**config.mk**
```make
export PLATFORM = sky130hd
export DESIGN_NAME = pmem_arbiter_flat
export DESIGN_NICKNAME = d
export VERILOG_FILES = /design/src/rtl/pmem_arbiter_if.sv /design/src/rtl/pmem_arbiter.sv /design/src/flat_wrapper.sv
export SDC_FILE = /design/constraint.sdc
export NUM_CORES = 1
export LEC_CHECK = 0
export BUFFER_PORTS_ARGS = -buffer_cell sky130_fd_sc_hd__buf_2
export CAP_MARGIN = 20
export CELL_PAD_IN_SITES_DETAIL_PLACEMENT = 2
export CELL_PAD_IN_SITES_GLOBAL_PLACEMENT = 2
export CORE_MARGIN = 1.5
export CORE_UTILIZATION = 10
export DETAILED_ROUTE_END_ITERATION = 6
export PLACE_DENSITY_LB_ADDON = 0.08
export SLEW_MARGIN = 5
export SYNTH_ARGS = -nofsm -noshare
export SYNTH_HDL_FRONTEND = slang
export SYNTH_SLANG_ARGS = --single-unit
```
**constraint.sdc**
```tcl
create_clock -name clock -period 1.1 [get_ports clock]
set_input_delay 0.055 -clock clock [delete_from_list [all_inputs] [get_ports clock]]
set_output_delay 0.055 -clock clock [all_outputs]
set_load 0.005 [all_outputs]
```
**src/rtl/pmem_arbiter_if.sv**
```systemverilog
// pmem_arbiter_if: fetch, data and memory signals between requesters, arbiter and program memory
interface pmem_arbiter_if #(
    parameter int PC_WIDTH   = 12,
    parameter int PMEM_WIDTH = 16
);
    logic                  in_fetch_req;
    logic [PC_WIDTH-1:0]   in_fetch_addr;
    logic                  out_fetch_gnt;
    logic                  out_fetch_valid;
    logic [PMEM_WIDTH-1:0] out_fetch_data;
    logic                  out_stall;
    logic                  in_dmem_req;
    logic                  in_dmem_we;
    logic [PC_WIDTH-1:0]   in_dmem_addr;
    logic [PMEM_WIDTH-1:0] in_dmem_wdata;
    logic                  out_dmem_gnt;
    logic                  out_dmem_valid;
    logic [PMEM_WIDTH-1:0] out_dmem_rdata;
    logic                  out_pmem_en;
    logic                  out_pmem_we;
    logic [PC_WIDTH-1:0]   out_pmem_addr;
    logic [PMEM_WIDTH-1:0] out_pmem_wdata;
    logic [PMEM_WIDTH-1:0] in_pmem_rdata;

    modport slave (
        input  in_fetch_req, in_fetch_addr, in_dmem_req, in_dmem_we, in_dmem_addr,
               in_dmem_wdata, in_pmem_rdata,
        output out_fetch_gnt, out_fetch_valid, out_fetch_data, out_stall, out_dmem_gnt,
               out_dmem_valid, out_dmem_rdata, out_pmem_en, out_pmem_we, out_pmem_addr,
               out_pmem_wdata
    );

    modport master (
        output in_fetch_req, in_fetch_addr, in_dmem_req, in_dmem_we, in_dmem_addr,
               in_dmem_wdata, in_pmem_rdata,
        input  out_fetch_gnt, out_fetch_valid, out_fetch_data, out_stall, out_dmem_gnt,
               out_dmem_valid, out_dmem_rdata, out_pmem_en, out_pmem_we, out_pmem_addr,
               out_pmem_wdata
    );
endinterface

```
**src/rtl/pmem_arbiter.sv**
```systemverilog
// pmem_arbiter: single-port program memory shared by fetch and data ports; PMEM_ARB_STARVE_EN enables fetch anti-starvation
module pmem_arbiter #(
    parameter int PC_WIDTH     = 12,
    parameter int PMEM_WIDTH   = 16,
    parameter int STARVE_LIMIT = 4
) (
    input  logic clock,
    input  logic reset,
    pmem_arbiter_if.slave bus
);
    typedef enum logic [1:0] {OWN_NONE, OWN_FETCH, OWN_DATA} owner_t;

    owner_t owner, owner_next;
    logic   fetch_pri;
    logic   fetch_gnt;
    logic   dmem_gnt;

    if (STARVE_LIMIT < 1 || STARVE_LIMIT > 15) begin : g_bad_limit
        $error("STARVE_LIMIT out of range 1..15");
    end

`ifdef PMEM_ARB_STARVE_EN
    logic [3:0] starve_cnt, starve_cnt_next;
    logic       force_fetch, force_fetch_next;

    // count consecutive fetch denials; force fetch once the limit is reached
    always_comb begin
        starve_cnt_next  = (!bus.in_fetch_req || fetch_gnt) ? 4'd0 :
                           (starve_cnt == 4'd15) ? 4'd15 : starve_cnt + 4'd1;
        force_fetch_next = fetch_gnt ? 1'b0 :
                           (force_fetch || starve_cnt_next >= 4'(STARVE_LIMIT));
    end

    // starvation state register
    always_ff @(posedge clock) begin
        if (reset) begin
            starve_cnt  <= 4'd0;
            force_fetch <= 1'b0;
        end else begin
            starve_cnt  <= starve_cnt_next;
            force_fetch <= force_fetch_next;
        end
    end

    assign fetch_pri = force_fetch;
`else
    assign fetch_pri = 1'b0;
`endif

    // grant selection, memory mux and owner next-state; reset blocks all grants
    always_comb begin
        fetch_gnt          = !reset && bus.in_fetch_req && (!bus.in_dmem_req || fetch_pri);
        dmem_gnt           = !reset && bus.in_dmem_req && !fetch_gnt;
        bus.out_fetch_gnt  = fetch_gnt;
        bus.out_dmem_gnt   = dmem_gnt;
        bus.out_stall      = bus.in_fetch_req && !fetch_gnt;
        bus.out_pmem_en    = fetch_gnt || dmem_gnt;
        bus.out_pmem_we    = dmem_gnt && bus.in_dmem_we;
        bus.out_pmem_addr  = fetch_gnt ? bus.in_fetch_addr : dmem_gnt ? bus.in_dmem_addr : '0;
        bus.out_pmem_wdata = (fetch_gnt || dmem_gnt) ? bus.in_dmem_wdata : '0;
        owner_next         = fetch_gnt ? OWN_FETCH :
                             (dmem_gnt && !bus.in_dmem_we) ? OWN_DATA : OWN_NONE;
    end

    // remember who owns the read data returning next cycle
    always_ff @(posedge clock) begin
        if (reset) owner <= OWN_NONE;
        else       owner <= owner_next;
    end

    // steer returning read data to its owner; silent during reset
    always_comb begin
        bus.out_fetch_valid = !reset && owner == OWN_FETCH;
        bus.out_dmem_valid  = !reset && owner == OWN_DATA;
        bus.out_fetch_data  = bus.out_fetch_valid ? bus.in_pmem_rdata : '0;
        bus.out_dmem_rdata  = bus.out_dmem_valid ? bus.in_pmem_rdata : '0;
    end
endmodule
```
**src/flat_wrapper.sv**
```systemverilog
// flat-port wrapper written by rule: the top's interface ports become plain ports
module pmem_arbiter_flat 
#(
    parameter int PC_WIDTH     = 12,
    parameter int PMEM_WIDTH   = 16,
    parameter int STARVE_LIMIT = 4
)
  (clock, reset, bus_in_fetch_req, bus_in_fetch_addr, bus_in_dmem_req, bus_in_dmem_we, bus_in_dmem_addr, bus_in_dmem_wdata, bus_in_pmem_rdata, bus_out_fetch_gnt, bus_out_fetch_valid, bus_out_fetch_data, bus_out_stall, bus_out_dmem_gnt, bus_out_dmem_valid, bus_out_dmem_rdata, bus_out_pmem_en, bus_out_pmem_we, bus_out_pmem_addr, bus_out_pmem_wdata);
  pmem_arbiter_if #(.PC_WIDTH(PC_WIDTH), .PMEM_WIDTH(PMEM_WIDTH)) bus_i ();
  input  logic clock;
  input  logic reset;
  input wire logic [$bits(bus_i.in_fetch_req)-1:0] bus_in_fetch_req;
  input wire logic [$bits(bus_i.in_fetch_addr)-1:0] bus_in_fetch_addr;
  input wire logic [$bits(bus_i.in_dmem_req)-1:0] bus_in_dmem_req;
  input wire logic [$bits(bus_i.in_dmem_we)-1:0] bus_in_dmem_we;
  input wire logic [$bits(bus_i.in_dmem_addr)-1:0] bus_in_dmem_addr;
  input wire logic [$bits(bus_i.in_dmem_wdata)-1:0] bus_in_dmem_wdata;
  input wire logic [$bits(bus_i.in_pmem_rdata)-1:0] bus_in_pmem_rdata;
  output wire logic [$bits(bus_i.out_fetch_gnt)-1:0] bus_out_fetch_gnt;
  output wire logic [$bits(bus_i.out_fetch_valid)-1:0] bus_out_fetch_valid;
  output wire logic [$bits(bus_i.out_fetch_data)-1:0] bus_out_fetch_data;
  output wire logic [$bits(bus_i.out_stall)-1:0] bus_out_stall;
  output wire logic [$bits(bus_i.out_dmem_gnt)-1:0] bus_out_dmem_gnt;
  output wire logic [$bits(bus_i.out_dmem_valid)-1:0] bus_out_dmem_valid;
  output wire logic [$bits(bus_i.out_dmem_rdata)-1:0] bus_out_dmem_rdata;
  output wire logic [$bits(bus_i.out_pmem_en)-1:0] bus_out_pmem_en;
  output wire logic [$bits(bus_i.out_pmem_we)-1:0] bus_out_pmem_we;
  output wire logic [$bits(bus_i.out_pmem_addr)-1:0] bus_out_pmem_addr;
  output wire logic [$bits(bus_i.out_pmem_wdata)-1:0] bus_out_pmem_wdata;
  assign bus_i.in_fetch_req = bus_in_fetch_req;
  assign bus_i.in_fetch_addr = bus_in_fetch_addr;
  assign bus_i.in_dmem_req = bus_in_dmem_req;
  assign bus_i.in_dmem_we = bus_in_dmem_we;
  assign bus_i.in_dmem_addr = bus_in_dmem_addr;
  assign bus_i.in_dmem_wdata = bus_in_dmem_wdata;
  assign bus_i.in_pmem_rdata = bus_in_pmem_rdata;
  assign bus_out_fetch_gnt = bus_i.out_fetch_gnt;
  assign bus_out_fetch_valid = bus_i.out_fetch_valid;
  assign bus_out_fetch_data = bus_i.out_fetch_data;
  assign bus_out_stall = bus_i.out_stall;
  assign bus_out_dmem_gnt = bus_i.out_dmem_gnt;
  assign bus_out_dmem_valid = bus_i.out_dmem_valid;
  assign bus_out_dmem_rdata = bus_i.out_dmem_rdata;
  assign bus_out_pmem_en = bus_i.out_pmem_en;
  assign bus_out_pmem_we = bus_i.out_pmem_we;
  assign bus_out_pmem_addr = bus_i.out_pmem_addr;
  assign bus_out_pmem_wdata = bus_i.out_pmem_wdata;
  pmem_arbiter #(.PC_WIDTH(PC_WIDTH), .PMEM_WIDTH(PMEM_WIDTH), .STARVE_LIMIT(STARVE_LIMIT)) u_core (.clock(clock), .reset(reset), .bus(bus_i));
endmodule
```
==> metrics.yaml <==
outcome: "finished, violations left"
failed_checks: "negative setup slack"
globalRoute.totalOverflow: 0
cts_buffer_depth: 2
layout_top_registers: "u_core.owner x2"
place_inst: 278
final-hold-violation-count: 0
clk_pin_slew_worst_paths_ns: 0.03
setup.worst_path.start_class: "register"
synthesis.area_per_instance_um2: 7.36
cts-buffers-inserted: 3
setup_viol_count_final: 32
antenna_cells: 0
clock_sinks: 2
layout_common_cells: "buf_2, and2_1, a32o_1"
vias_after_detailed_routing: 1105
firstDrtPassIters: 4
top_cell_type_s_share_of_synthesized_area_pct: 54.8
routed_wirelength_um: 3600
drt_iter0_markers: 25
max-cap-violations: 0
number_of_global_route_vias_before_repair: 1135
core-area_um2: 5570
cts_max_level: 1
largest_register: "u_core.owner"
worstPathRequired_ns: 1.04
route.antenna.remaining_nets: 0
grt_start_max_net_pins: 18
final-instance-count-excl-fill: 281
synth_cells: 79
rows: 27
netlist-cell-type-count: 12
seq_area_frac_synth_pct: 6.88
achievable-frequency_mhz: 825
post_dr_vias_cell: 3.93
timing.critical_path.fanout_max: 12
final.min_clock_period_ns: 1.21
fin_nets: 272
die-height_um: 79.3
start_util_pct: 10.4
grt_usage_pct: 11.1
critical_path_arrival_ns: 1.16
dpl_worst_slack_ns: 0.0484
max_slew.worst_pin.slew_ns: 0.264
number_of_flip_flops_under_the_largest_register_name: 2
hold-path-endpoint: "u_core.owner[0]$_SDFF_PP0_"
floorplan.die_area_um2: 6280
whs_path_depth: 2
holdCritStartpoint: "bus_in_fetch_req"
drv_slew: 0
post-synth-top-area-cell: "and2_1"
die_width_um: 79.3
critPathCaptureType: "output pin"
post_route_cells_drive_above_1_share_pct: 67.9
fin_hold_ws_ns: 0.0928
io_pins: 128
io_buffer_count: 127
wire_length_of_the_first_global_routing_pass_um: 5550
max-slew-margin-rel_pct: 82.4
worst-setup-path-type: "register to output pin"
avgRoutedWirePerCell_um: 12.8
synth.yosys.warnings: 0
drcViolationCount: 0
ys_seq_elements: 2
area.growth.synth_to_final_pct: 135
layout.core_utilization_pct: 24.5
place_congestion: 0.721
grt_setup_unrepaired: "true"
layout.cells.most_common: "buf_2"
power_per_cell_area_nw_per_um2: 515
clk_root_buffer_cell: "clkbuf_8"
post_synth_instance_area_um2: 582
timing.hold.worst.class: "primary input to register"
post_synth_main_area_contributors: "and2_1, a32o_1, dfxtp_1"
fin_ws_ns: -0.112
share_of_the_clock_period_used_by_the_worst_path_after_layout_pct: 110
p_leak_nw: 0.860
antenna_violations_before_repair: 0
vdd_ir_drop_max_mv: 0.195
synth_nets: 140
detailedPlacementHpwl_um: 3190
tritoncts_clock_tree: "built"
[how the worst max path moves through the flow]
stage / from / endpoint / slack, ns
finish: u_core.owner[1]$_SDFF_PP0_ / bus_out_dmem_rdata[9] / -0.11
detailed placement: u_core.owner[0]$_SDFF_PP0_ / bus_out_fetch_data[9] / 0.05
CTS: u_core.owner[0]$_SDFF_PP0_ / bus_out_fetch_data[9] / -0.16
floorplan: u_core.owner[1]$_SDFF_PP0_ / bus_out_dmem_rdata[10] / 0.13
global route: u_core.owner[1]$_SDFF_PP0_ / bus_out_dmem_rdata[10] / -0.21
global placement: u_core.owner[0]$_SDFF_PP0_ / bus_out_fetch_data[9] / 0.10
[synth_stat cells (all sizes together)]
cell type and instances:
nor2b 2, a32o 12, clkbuf 2, buf 5
dfxtp 2, nor2 1, and2b 1, and2 51
nor3b 2, o21ba 1
[logic make-up (layout without fill, tap and decap cells)]
family | count (synthesis) | in the layout | share of synthesized area, %
compound gates | 13 | 13 | 22.4
buf+inv | 7 | 137 | 7.52
flops | 2 | 2 | 6.88
simple gates | 57 | 57 | 63.2
[power by group]
group          internal, mW  total (mW)  switching, mW  leakage, nW
sequential           0.0767      0.0785        0.00172       0.0172
combinational         0.195       0.336          0.141        0.821
clock                 0.231       0.290         0.0583       0.0216
[what timing repair did]
action | in CTS | in global routing
setup endpoints to repair | 34 | 34
pin swaps | 0 | 0
hold buffers | 0 | 0
setup buffers | 0 | 0
gates resized for setup | 2 | 2
gates cloned | 0 | 0
[per-layer routing]
layer,up-vias,global-route usage [%],wire length [µm]
met1,495,10.8,1230
met2,79,21.0,1870
li1,529,-,-
met4,0,2.63,15
met3,2,5.06,486
met5,-,0,0
[critical path, cell delays in order (launching register included)]
cell	delay, ns
dfxtp_2	0.32
nor3b_2	0.21
buf_6	0.16
and2_1	0.14
buf_2	0.11
[per-stage QoR]
stage                     area (µm²)  total power, mW  TNS, ns
after detailed placement        1320            0.421        0
after CTS                       1360            0.723    -3.29
after global routing            1370            0.760    -5.74
final                           1370            0.704    -2.70
after global placement          1320            0.409        0
after floorplan                  582            0.203        0
[area by class of cell]
class,count,area [µm²]
fillers,712,4210
repair buffers,134,696
multi-input cells,70,498
well taps,72,90.1
flip-flops and latches,2,42.5
clock buffers,3,41.3
Note: power is estimated with default switching activity, not from simulation.
